$ cat src/rtl/control_sequencer.sv
// Hardwired control unit: fetches (T0-T2) and executes (T3-T6) one instruction at a time from IR.
// Moore outputs decoded from the state register and IR; no backpressure, start/stop are the only flow control.
module control_sequencer (
    input  logic        clock,
    input  logic        clear,
    input  logic        start,
    input  logic        stop,
    input  logic [31:0] IR,
    output logic [4:0]  BusDataSelect,
    output logic [3:0]  GP_addr,
    output logic        e_PC,
    output logic        e_IR,
    output logic        e_Y,
    output logic        e_Z,
    output logic        e_HI,
    output logic        e_LO,
    output logic        e_MDR,
    output logic        e_MAR,
    output logic        e_GP,
    output logic        incPC,
    output logic        MDR_read,
    output logic [3:0]  ALU_op,
    output logic        running,
    output logic        illegal
);

    typedef enum logic [3:0] {
        S_IDLE = 4'd0,
        S_T0   = 4'd1,
        S_T1   = 4'd2,
        S_T2   = 4'd3,
        S_T3   = 4'd4,
        S_T4   = 4'd5,
        S_T5   = 4'd6,
        S_T6   = 4'd7,
        S_HALT = 4'd8
    } state_t;

    localparam logic [4:0] SEL_ZHI = 5'h12;
    localparam logic [4:0] SEL_ZLO = 5'h13;
    localparam logic [4:0] SEL_PC  = 5'h14;
    localparam logic [4:0] SEL_MDR = 5'h15;

    state_t state_q, state_d;

    logic [4:0] opcode;
    logic [3:0] ra, rb, rc;
    logic       op_binary, op_unary, op_muldiv, op_nop, op_halt, op_illegal;
    logic       unused_ir;

    assign opcode    = IR[31:27];
    assign ra        = IR[26:23];
    assign rb        = IR[22:19];
    assign rc        = IR[18:15];
    assign unused_ir = ^IR[14:0];

    always_comb begin
        op_binary = 1'b0;
        op_unary  = 1'b0;
        op_nop    = 1'b0;
        op_halt   = 1'b0;
        case (opcode)
            5'd0, 5'd1, 5'd2, 5'd3, 5'd4, 5'd5, 5'd6,
            5'd8, 5'd9, 5'd12, 5'd13: op_binary = 1'b1;
            5'd10, 5'd11:             op_unary  = 1'b1;
            5'd26:                    op_nop    = 1'b1;
            5'd27:                    op_halt   = 1'b1;
            default:                  ;
        endcase
    end

    assign op_muldiv  = (opcode == 5'd12) || (opcode == 5'd13);
    assign op_illegal = !(op_binary || op_unary || op_nop || op_halt);

    always_ff @(posedge clock or negedge clear) begin
        if (!clear) begin
            state_q <= S_IDLE;
        end else begin
            state_q <= state_d;
        end
    end

    // stop is only consulted on the edges that end an instruction
    always_comb begin
        state_d = state_q;
        case (state_q)
            S_IDLE: if (start) state_d = S_T0;
            S_T0:   state_d = S_T1;
            S_T1:   state_d = S_T2;
            S_T2:   state_d = S_T3;
            S_T3: begin
                if (op_halt)                    state_d = S_HALT;
                else if (op_binary || op_unary) state_d = S_T4;
                else                            state_d = stop ? S_IDLE : S_T0;
            end
            S_T4:   state_d = S_T5;
            S_T5: begin
                if (op_muldiv) state_d = S_T6;
                else           state_d = stop ? S_IDLE : S_T0;
            end
            S_T6:   state_d = stop ? S_IDLE : S_T0;
            S_HALT: state_d = S_HALT;
            default: state_d = S_IDLE;
        endcase
    end

    always_comb begin
        BusDataSelect = 5'h00;
        GP_addr       = 4'h0;
        ALU_op        = 4'h0;
        e_PC          = 1'b0;
        e_IR          = 1'b0;
        e_Y           = 1'b0;
        e_Z           = 1'b0;
        e_HI          = 1'b0;
        e_LO          = 1'b0;
        e_MDR         = 1'b0;
        e_MAR         = 1'b0;
        e_GP          = 1'b0;
        incPC         = 1'b0;
        MDR_read      = 1'b0;
        illegal       = 1'b0;
        running       = (state_q != S_IDLE) && (state_q != S_HALT);
        case (state_q)
            S_T0: begin
                BusDataSelect = SEL_PC;
                e_MAR         = 1'b1;
                incPC         = 1'b1;
                e_Z           = 1'b1;
            end
            S_T1: begin
                BusDataSelect = SEL_ZLO;
                e_PC          = 1'b1;
                MDR_read      = 1'b1;
                e_MDR         = 1'b1;
            end
            S_T2: begin
                BusDataSelect = SEL_MDR;
                e_IR          = 1'b1;
            end
            S_T3: begin
                if (op_binary) begin
                    BusDataSelect = {1'b0, rb};
                    e_Y           = 1'b1;
                end
                illegal = op_illegal;
            end
            S_T4: begin
                if (op_binary) begin
                    BusDataSelect = {1'b0, rc};
                    ALU_op        = opcode[3:0];
                    e_Z           = 1'b1;
                end else if (op_unary) begin
                    BusDataSelect = {1'b0, rb};
                    ALU_op        = opcode[3:0];
                    e_Z           = 1'b1;
                end
            end
            S_T5: begin
                BusDataSelect = SEL_ZLO;
                if (op_muldiv) begin
                    e_LO = 1'b1;
                end else begin
                    GP_addr = ra;
                    e_GP    = 1'b1;
                end
            end
            S_T6: begin
                BusDataSelect = SEL_ZHI;
                e_HI          = 1'b1;
            end
            default: ;
        endcase
    end

endmodule

$ cat config.mk
export PLATFORM = sky130hd
export DESIGN_NAME = control_sequencer
export DESIGN_NICKNAME = d
export VERILOG_FILES = /design/src/rtl/control_sequencer.sv
export SDC_FILE = /design/constraint.sdc
export NUM_CORES = 1
export LEC_CHECK = 0
export ABC_AREA = 1
export BUFFER_PORTS_ARGS = -buffer_cell sky130_fd_sc_hd__buf_2
export CORE_MARGIN = 4
export CORE_UTILIZATION = 38
export CTS_CLUSTER_DIAMETER = 200
export CTS_CLUSTER_SIZE = 10
export DETAILED_ROUTE_END_ITERATION = 10
export HOLD_SLACK_MARGIN = 0.02
export PLACE_DENSITY = 0.84
export SYNTH_ARGS = -nofsm -noshare
export SYNTH_HDL_FRONTEND = slang
export SYNTH_SLANG_ARGS = --single-unit
export TNS_END_PERCENT = 100
$ cat constraint.sdc
create_clock -name clock -period 2.7 [get_ports clock]
set_input_delay 0.54 -clock clock [delete_from_list [all_inputs] [get_ports clock]]
set_output_delay 0.54 -clock clock [all_outputs]
set_load 0.01 [all_outputs]
==> flow_metrics.env, run 1 <==
export IMPL_outcome="finished clean"
export IMPL_pwr_share_comb=0.719
export IMPL_min_period_ns=2.18
export IMPL_worstPathMaxFanout=8
export IMPL_setup_ws_ns=0.521
export IMPL_post_place_ws_ns=0.618
export IMPL_vias=861
export IMPL_wire_per_inst_microns=11.5
export IMPL_post_drt_via_cell_ratio=4.98
export IMPL_hold_violations=0
export IMPL_cts_root_buf="clkbuf_4"
export IMPL_gp_congestion=0.854
export IMPL_grt_use_total=0.172
export IMPL_fmax_mhz=459
export IMPL_clkLatencyLatePin_ns=0.24
export IMPL_postRouteAntennaNets=0
export IMPL_worst_slew_margin_rel=0.772
export IMPL_dieArea_sq_um=2380
export IMPL_postSynthAreaPerCell_sq_um=5.70
export IMPL_p_clk_frac=0.113
export IMPL_slew_viol_final=0
export IMPL_cts_tree="built"
export IMPL_setup_viol_count_final=0
export IMPL_startpoint_type="register"
export IMPL_drive_above_1_share=0.433
export IMPL_drt_wl_total_microns=1980
export IMPL_cap_violations=0
export IMPL_top_regs="state_q x4"
export IMPL_grt_setup_unrepaired="false"
export IMPL_clock_path_buffers=2
export IMPL_vdd_drop_max_uv=275
export IMPL_cts_hold_buf=0
export IMPL_max_stage_delay_ns=0.38
export IMPL_worstPathCellList="inv_1 > nand2_2 > nor3_4 > nand2_1 > a21oi_1 > buf_2"
export IMPL_critPathKind="reg2out"
export IMPL_grt_pass1_vias=813
export IMPL_powerDensity_nw_per_um2=754
export IMPL_grt_max_degree=9
export IMPL_largest_reg_flops=4
export IMPL_nets=195
export IMPL_cp_arrival_ns=1.64
export IMPL_drcViolationCount=0
export IMPL_p_total_w=0.000666
export IMPL_ff2ff_setup_slack_ns=1.43
export IMPL_max_slew_worst_pin_slew_ns=0.340
export IMPL_ys_warn_count=0
export IMPL_synth_cell_types=25
export IMPL_synth_nets=147
export IMPL_switching_share=0.533
export IMPL_postSynthRegisterBits=4
export IMPL_largest_register="state_q"
export IMPL_area_growth_pct=39.5
export IMPL_fin_skew_ns=0.00593
export IMPL_post_dp_hpwl_microns=1680
export IMPL_postCtsSetupBuffers=0
export IMPL_hp_class="in2async"
export IMPL_grt_overflow=0
export IMPL_ys_seq_area_frac=0.158
export IMPL_grt_pass1_wl_microns=3330
export IMPL_cts_sinks=4
export IMPL_die_w_microns=48.8
export IMPL_coreArea_sq_um=1540
export IMPL_start_util=0.411
export IMPL_htreeDepth=1
export IMPL_drt_iter0_drc=27
export IMPL_synthCells=111
export IMPL_p_leak_nw=0.544
export IMPL_row_count=14
export IMPL_antenna_found_initial=0
export IMPL_fin_crit_sh=0.807
export IMPL_power_switching_w=0.000355
export IMPL_end_kind="output pin"
export IMPL_ios=62
export IMPL_power_internal_w=0.000311
export IMPL_syn_cell_area_sq_um=633
export IMPL_stdcell_area_sq_um=883
export IMPL_io_buffers=46
export IMPL_setup_tns_ns=0
export IMPL_cts_resized=0
export IMPL_critPathSlowestCell="dfrtp_1"
export IMPL_drtPass1Iterations=4
export IMPL_die_h_microns=48.8
export IMPL_cp_data_required_time_ns=2.16
export IMPL_fin_util=0.573
export IMPL_clkTransAtPathRegs_ns=0.04
export IMPL_placed_area_sq_um=861
export IMPL_power_frac_seq=0.167
export IMPL_cts_inserted_buffers=3
export IMPL_n_antenna_cell=0
## placed cells by master, fill, tap and decap left out
master,instances
nor3_1,2
a21oi_1,2
dfrtp_1,4
inv_2,3
nand3_2,2
a21oi_4,1
o211ai_1,1
inv_1,15
o21ai_1,5
buf_2,46
nand3b_1,1
a31oi_1,1
nand4_1,1
nor2_1,20
a21oi_2,2
clkbuf_4,3
a21boi_1,1
nor3_4,1
nor2_2,3
nor2_4,2
clkinv_1,1
o21ai_2,1
nand2_2,4
nand3_1,5
o21ai_0,1
nand2_1,29
## synthesized netlist by cell type
library cell | n | area [sq um]
nand2_1 | 29 | 109
nor2_1 | 20 | 75.1
inv_1 | 15 | 56.3
nand3_1 | 5 | 25.0
o21ai_1 | 5 | 25.0
dfrtp_1 | 4 | 100
nand2_2 | 4 | 25.0
buf_4 | 3 | 22.5
inv_2 | 3 | 11.3
nor2_2 | 3 | 18.8
a21oi_1 | 2 | 10.0
a21oi_2 | 2 | 17.5
nand3_2 | 2 | 20.0
nor2_4 | 2 | 22.5
nor3_1 | 2 | 10.0
a21boi_1 | 1 | 7.51
a21oi_4 | 1 | 16.3
a31oi_1 | 1 | 6.26
clkinv_1 | 1 | 3.75
nand3b_1 | 1 | 7.51
nand4_1 | 1 | 6.26
nor3_4 | 1 | 16.3
o211ai_1 | 1 | 7.51
o21ai_0 | 1 | 5.00
o21ai_2 | 1 | 8.76
## final timing paths
path	startpoint	end	depth (start not counted)
hold / removal	clear	state_q[0]	1
hold reg to reg	state_q[3]	state_q[3]	2
setup reg to reg	state_q[1]	state_q[2]	6
max in group asynchronous	clear	state_q[2]	1
min in group clock	start	state_q[0]	3
setup / recovery	state_q[3]	ALU_op[3]	6
## through the flow
stage	hold slack [ns]	instances
6_report	0.0953	173
3_3_place_gp	0.343	170
2_1_floorplan	0.244	111
5_1_grt	0.103	173
3_5_place_dp	0.349	170
4_1_cts	0.0908	173
## cell families (layout without fill, tap and decap cells)
family	after synthesis	after routing	share of synthesized area
AO/OA/AOI/OAI	15	15	0.164
buffers and inverters	22	68	0.148
flip-flops	4	4	0.158
AND/OR/NAND/NOR	70	70	0.530
## power groups by stage
stage          logic, W  registers [W]  clock network, W
6_report       0.000479       0.000111         0.0000754
5_1_grt        0.000529       0.000117         0.0000811
4_1_cts        0.000483       0.000111         0.0000791
3_5_place_dp   0.000482       0.000111                 0
3_3_place_gp   0.000474       0.000111                 0
2_1_floorplan  0.000339       0.000107                 0
## routing by layer
layer / track usage / vias to the layer above / wire length [microns]
li1: - / 438 / -
met3: 0.00612 / 7 / 104
met4: 0.126 / 0 / 65
met1: 0.188 / 385 / 726
met5: 0 / - / 0
met2: 0.309 / 31 / 1080
## worst max-delay path, delay by kind of cell, from the launching register on
family | cells | cell delay (ns)
flip-flops | 1 | 0.38
AO/OA/AOI/OAI | 1 | 0.17
buffers and inverters | 2 | 0.27
AND/OR/NAND/NOR | 3 | 0.57
## cell type report
class / instances / area [sq um]
fillers: 160 / 658
multi-input cells: 85 / 439
repair buffers: 46 / 230
flip-flops and latches: 4 / 100
inverters: 19 / 71.3
clock buffers: 3 / 22.5
well taps: 16 / 20.0
(Power assumes the default switching activity.)
==> run 2: changes to the inputs <==
Settings changed: CORE_UTILIZATION 38 to 35, PLACE_DENSITY 0.84 to 0.78.
Clock period 2.7 ns to 2.2 ns, I/O delays scaled along.
==> run 2 against run 1 <==
Die area rose by 7.2%. Flip-flop and latch count did not move. First-iteration DRC count fell by 59%. Register-to-register slack got worse by 0.52 ns. Count of clock-buffer cells in the layout did not move. Non-clock buffer count rose by 1. Wire length fell by 5.5%. Sequential power rose by 23%. Critical endpoint unchanged.
==> flow_metrics.env, run 2 (synthesized netlist as in run 1, its figures left out) <==
export IMPL_outcome="finished clean"
export IMPL_setup_tns_ns=0
export IMPL_post_drt_via_cell_ratio=4.61
export IMPL_cts_sinks=4
export IMPL_p_total_w=0.000821
export IMPL_ff2ff_path_depth=6
export IMPL_io_buffers=46
export IMPL_clock_path_buffers=2
export IMPL_clkTransAtPathRegs_ns=0.04
export IMPL_cts_resized=0
export IMPL_timing_rr_end="state_q[2]"
export IMPL_hold_path_depth=3
export IMPL_largest_reg_flops=4
export IMPL_ff2ff_setup_slack_ns=0.91
export IMPL_cts_inserted_buffers=3
export IMPL_coreArea_sq_um=1730
export IMPL_hp_class="in2reg"
export IMPL_gp_congestion=0.800
export IMPL_wire_per_inst_microns=10.2
export IMPL_min_from="start"
export IMPL_cts_root_buf="clkbuf_4"
export IMPL_worst_slew_margin_rel=0.775
export IMPL_cts_tree="built"
export IMPL_fmax_mhz=491
export IMPL_cp_data_required_time_ns=1.76
export IMPL_largest_register="state_q"
export IMPL_drive_above_1_share=0.430
export IMPL_die_w_microns=50.5
export IMPL_final_common_cell="buf_2"
export IMPL_hold_violations=0
export IMPL_postRouteAntennaNets=0
export IMPL_post_dp_hpwl_microns=1620
export IMPL_grt_pass1_vias=785
export IMPL_cap_violations=0
export IMPL_die_h_microns=50.5
export IMPL_drt_iter0_drc=11
export IMPL_grt_setup_unrepaired="false"
export IMPL_top_regs="state_q x4"
export IMPL_area_growth_pct=42.9
export IMPL_row_count=15
export IMPL_grt_pass1_wl_microns=3080
export IMPL_clkLatencyLatePin_ns=0.24
export IMPL_fin_crit_sh=0.926
export IMPL_slew_viol_final=0
export IMPL_min_period_ns=2.04
export IMPL_r2r_start="state_q[1]"
export IMPL_dieArea_sq_um=2550
export IMPL_min_to="state_q[0]"
export IMPL_drtPass1Iterations=4
export IMPL_vdd_drop_max_uv=342
export IMPL_cp_arrival_ns=1.60
export IMPL_setup_viol_count_final=0
export IMPL_p_leak_nw=0.548
export IMPL_fin_util=0.524
export IMPL_drt_wl_total_microns=1870
export IMPL_grt_overflow=0
export IMPL_critPathKind="reg2out"
export IMPL_start_util=0.367
export IMPL_grt_use_total=0.153
export IMPL_worstPathMaxFanout=8
export IMPL_ios=62
export IMPL_htreeDepth=1
export IMPL_holdWs_ns=0.460
export IMPL_startpoint_type="register"
export IMPL_mostFrequentLayoutCells="46 x buf_2, 29 x nand2_1, 20 x nor2_1"
export IMPL_powerDensity_nw_per_um2=908
export IMPL_grt_max_degree=9
export IMPL_drcViolationCount=0
export IMPL_n_antenna_cell=0
export IMPL_vias=844
export IMPL_max_slew_worst_pin_slew_ns=0.337
export IMPL_end_kind="output pin"
export IMPL_nets=196
export IMPL_antenna_found_initial=0
export IMPL_fin_skew_ns=0.00239
[run 2: layout make-up]
cell class              instances  area, sq um
fillers                       192          822
repair buffers                 47          240
well taps                      25         31.3
multi-input cells              85          439
inverters                      19         71.3
flip-flops and latches          4          100
clock buffers                   3         22.5
[run 2: what timing repair did]
| action | CTS | global route |
|---|---|---|
| hold endpoints to repair | 4 | 0 |
| hold buffers | 1 | 0 |
| setup endpoints to repair | 0 | 0 |
| setup buffers | 0 | 0 |
[run 2: worst max-delay path by stage]
stage | start | to | slack [ns] | cells past startpoint
2_1_floorplan | state_q[1] | BusDataSelect[0] | 0.58 | 7
3_3_place_gp | IR[30] | BusDataSelect[0] | 0.34 | 9
3_5_place_dp | IR[30] | BusDataSelect[0] | 0.29 | 9
4_1_cts | state_q[1] | BusDataSelect[0] | 0.17 | 8
5_1_grt | state_q[1] | BusDataSelect[0] | 0.04 | 8
6_report | state_q[3] | ALU_op[3] | 0.16 | 6
[run 2: metal layers]
metal  vias to the layer above  GRT usage  share of wire
met5                         -          0              0
met4                         0     0.0897          0.021
met3                         5     0.0237          0.064
met2                        26      0.276           0.51
met1                       374      0.168           0.41
li1                        439          -              -
[run 2: power breakdown]
part	total, W	internal, W	switching [W]	leakage (nW)
Combinational	0.000589	0.000221	0.000368	0.483
Clock	0.0000946	0.0000612	0.0000333	0.0138
Sequential	0.000137	0.000101	0.0000367	0.0513
Total	0.000821	0.000383	0.000438	0.548
[run 2: stage by stage]
| step | setup WS (ns) | area [sq um] | cells |
|---|---|---|---|
| detailed placement | 0.289 | 872 | 179 |
| floorplan | 0.582 | 633 | 111 |
| finish | 0.163 | 905 | 183 |
| global placement | 0.338 | 872 | 179 |
| CTS | 0.170 | 905 | 183 |
| global route | 0.0356 | 905 | 183 |
[run 2: worst max-delay path, cell delays in order, from the launching register on]
cell,delay [ns]
dfrtp_1,0.38
inv_1,0.11
nand2_2,0.11
nor3_4,0.29
nand2_1,0.17
a21oi_1,0.14
buf_2,0.15
==> run 3: changes to the inputs <==
Settings changed: SETUP_SLACK_MARGIN from default to 0.5.
==> run 3 against run 2 <==
Register-to-register slack worse by 0.15 ns. Via count is 18% higher. Cell area is 46% higher. Critical path type unchanged.
==> flow_metrics.env, run 3 (synthesized netlist as in run 1, its figures left out) <==
export IMPL_die_w_microns=50.5
export IMPL_powerDensity_nw_per_um2=1040
export IMPL_grt_overflow=0
export IMPL_stdcell_area_sq_um=1320
export IMPL_setup_tns_ns=0
export IMPL_fmax_mhz=504
export IMPL_die_h_microns=50.5
export IMPL_post_drt_via_cell_ratio=4.88
export IMPL_antenna_found_initial=0
export IMPL_wire_per_inst_microns=14.1
export IMPL_clkLatencyLatePin_ns=0.24
export IMPL_setup_ws_ns=0.217
export IMPL_fillCellCount=125
export IMPL_fin_skew_ns=0.000138
export IMPL_cts_root_buf="clkbuf_4"
export IMPL_start_util=0.367
export IMPL_clock_path_buffers=2
export IMPL_dp_cells=179
export IMPL_gp_congestion=0.800
export IMPL_coreArea_sq_um=1730
export IMPL_min_from="start"
export IMPL_largest_register="state_q"
export IMPL_post_dp_hpwl_microns=1620
export IMPL_post_place_ws_ns=0.289
export IMPL_end_kind="output pin"
export IMPL_outcome="finished clean"
export IMPL_drtPass1Iterations=4
export IMPL_startpoint_type="register"
export IMPL_seqCellArea_sq_um=101
export IMPL_cp_startpoint="state_q[0]"
export IMPL_critPathKind="reg2out"
export IMPL_grt_max_degree=8
export IMPL_pwr_share_comb=0.828
export IMPL_hold_violations=0
export IMPL_n_antenna_cell=0
export IMPL_postRouteAntennaNets=0
export IMPL_slew_viol_final=0
export IMPL_power_frac_seq=0.104
export IMPL_worst_slew_margin_rel=0.815
export IMPL_dieArea_sq_um=2550
export IMPL_final_common_cell="buf_2"
export IMPL_max_slew_worst_pin_slew_ns=0.276
export IMPL_multiInputGateArea_sq_um=594
export IMPL_cap_violations=0
export IMPL_drive_above_1_share=0.642
export IMPL_switching_share=0.497
export IMPL_top_regs="state_q x4"
export IMPL_drt_wl_total_microns=2870
export IMPL_ios=62
export IMPL_cp_data_required_time_ns=1.76
export IMPL_cts_tree="built"
export IMPL_fin_crit_sh=0.901
export IMPL_grt_use_total=0.188
export IMPL_cts_sinks=4
export IMPL_setup_viol_count_final=0
export IMPL_r2r_start="state_q[0]"
export IMPL_grt_pass1_wl_microns=3700
export IMPL_cp_arrival_ns=1.54
export IMPL_row_count=15
export IMPL_grt_setup_unrepaired="true"
export IMPL_io_buffers=46
export IMPL_p_leak_nw=0.694
export IMPL_htreeDepth=1
export IMPL_fin_cells=204
export IMPL_area_growth_pct=108
export IMPL_hp_class="in2reg"
export IMPL_grt_pass1_vias=932
export IMPL_min_period_ns=1.98
export IMPL_largest_reg_flops=4
export IMPL_p_clk_frac=0.068
export IMPL_clkTransAtPathRegs_ns=0.04
export IMPL_cts_inserted_buffers=3
export IMPL_vias=995
export IMPL_drt_iter0_drc=22
export IMPL_power_internal_w=0.000688
export IMPL_worstPathMaxFanout=5
export IMPL_mostFrequentLayoutCells="34 x buf_2, 24 x nand2_1, 19 x buf_4"
export IMPL_fin_util=0.763
export IMPL_power_switching_w=0.000680
export IMPL_nets=217
export IMPL_placed_area_sq_um=872
export IMPL_vdd_drop_max_uv=496
export IMPL_drcViolationCount=0
==> run 3: cell type report <==
class                      instances  area share
multi-input combinational         85       0.451
timing repair buffer              68       0.371
sequential                         4      0.0769
inverter                          19      0.0598
tap                               25      0.0237
clock buffer                       3      0.0171
==> run 3: final timing paths <==
kind	endpoint	slack [ns]	cells past startpoint
min reg2reg	state_q[3]	0.67	3
min in group asynchronous	state_q[2]	0.55	2
max reg2reg	state_q[0]	0.76	9
max in group asynchronous	state_q[1]	1.52	2
min	state_q[0]	0.46	3
max	BusDataSelect[1]	0.22	8
==> run 3: stage by stage <==
stage	hold WS [ns]	total power [W]
3_3_place_gp	0.244	0.000717
6_report	0.465	0.00137
3_5_place_dp	0.247	0.000732
2_1_floorplan	0.144	0.000547
4_1_cts	0.467	0.00107
5_1_grt	0.477	0.00145
==> run 3: metal layers <==
metal,vias to the layer above,global-route usage,wire [microns]
met5,-,0,0
met3,8,0.0326,73
met2,27,0.363,1650
met4,0,0.135,72
li1,487,-,-
met1,473,0.173,1080
==> run 3: critical path, cell delays in order, from the launching register on <==
cell	delay, ns
dfrtp_1	0.42
nor2_4	0.15
inv_2	0.06
nor2_4	0.12
inv_2	0.07
nor2_4	0.17
nand2_1	0.07
nand3_1	0.09
buf_2	0.14
==> run 3: power groups by stage <==
stage | Combinational [W] | Sequential [W] | Clock (W)
floorplan | 0.000415 | 0.000132 | 0
global placement | 0.000581 | 0.000137 | 0
detailed placement | 0.000593 | 0.000138 | 0
CTS | 0.000839 | 0.000139 | 0.0000947
global route | 0.00121 | 0.000145 | 0.0000971
finish | 0.00113 | 0.000142 | 0.0000936
==> run 3: repair_timing <==
action                                 CTS  global route
pin swaps                                7            16
endpoints found under the hold margin    4             0
setup buffers                           13             8
hold buffers                             1             0
gates resized for setup                 26            35
setup endpoints to repair               24            25
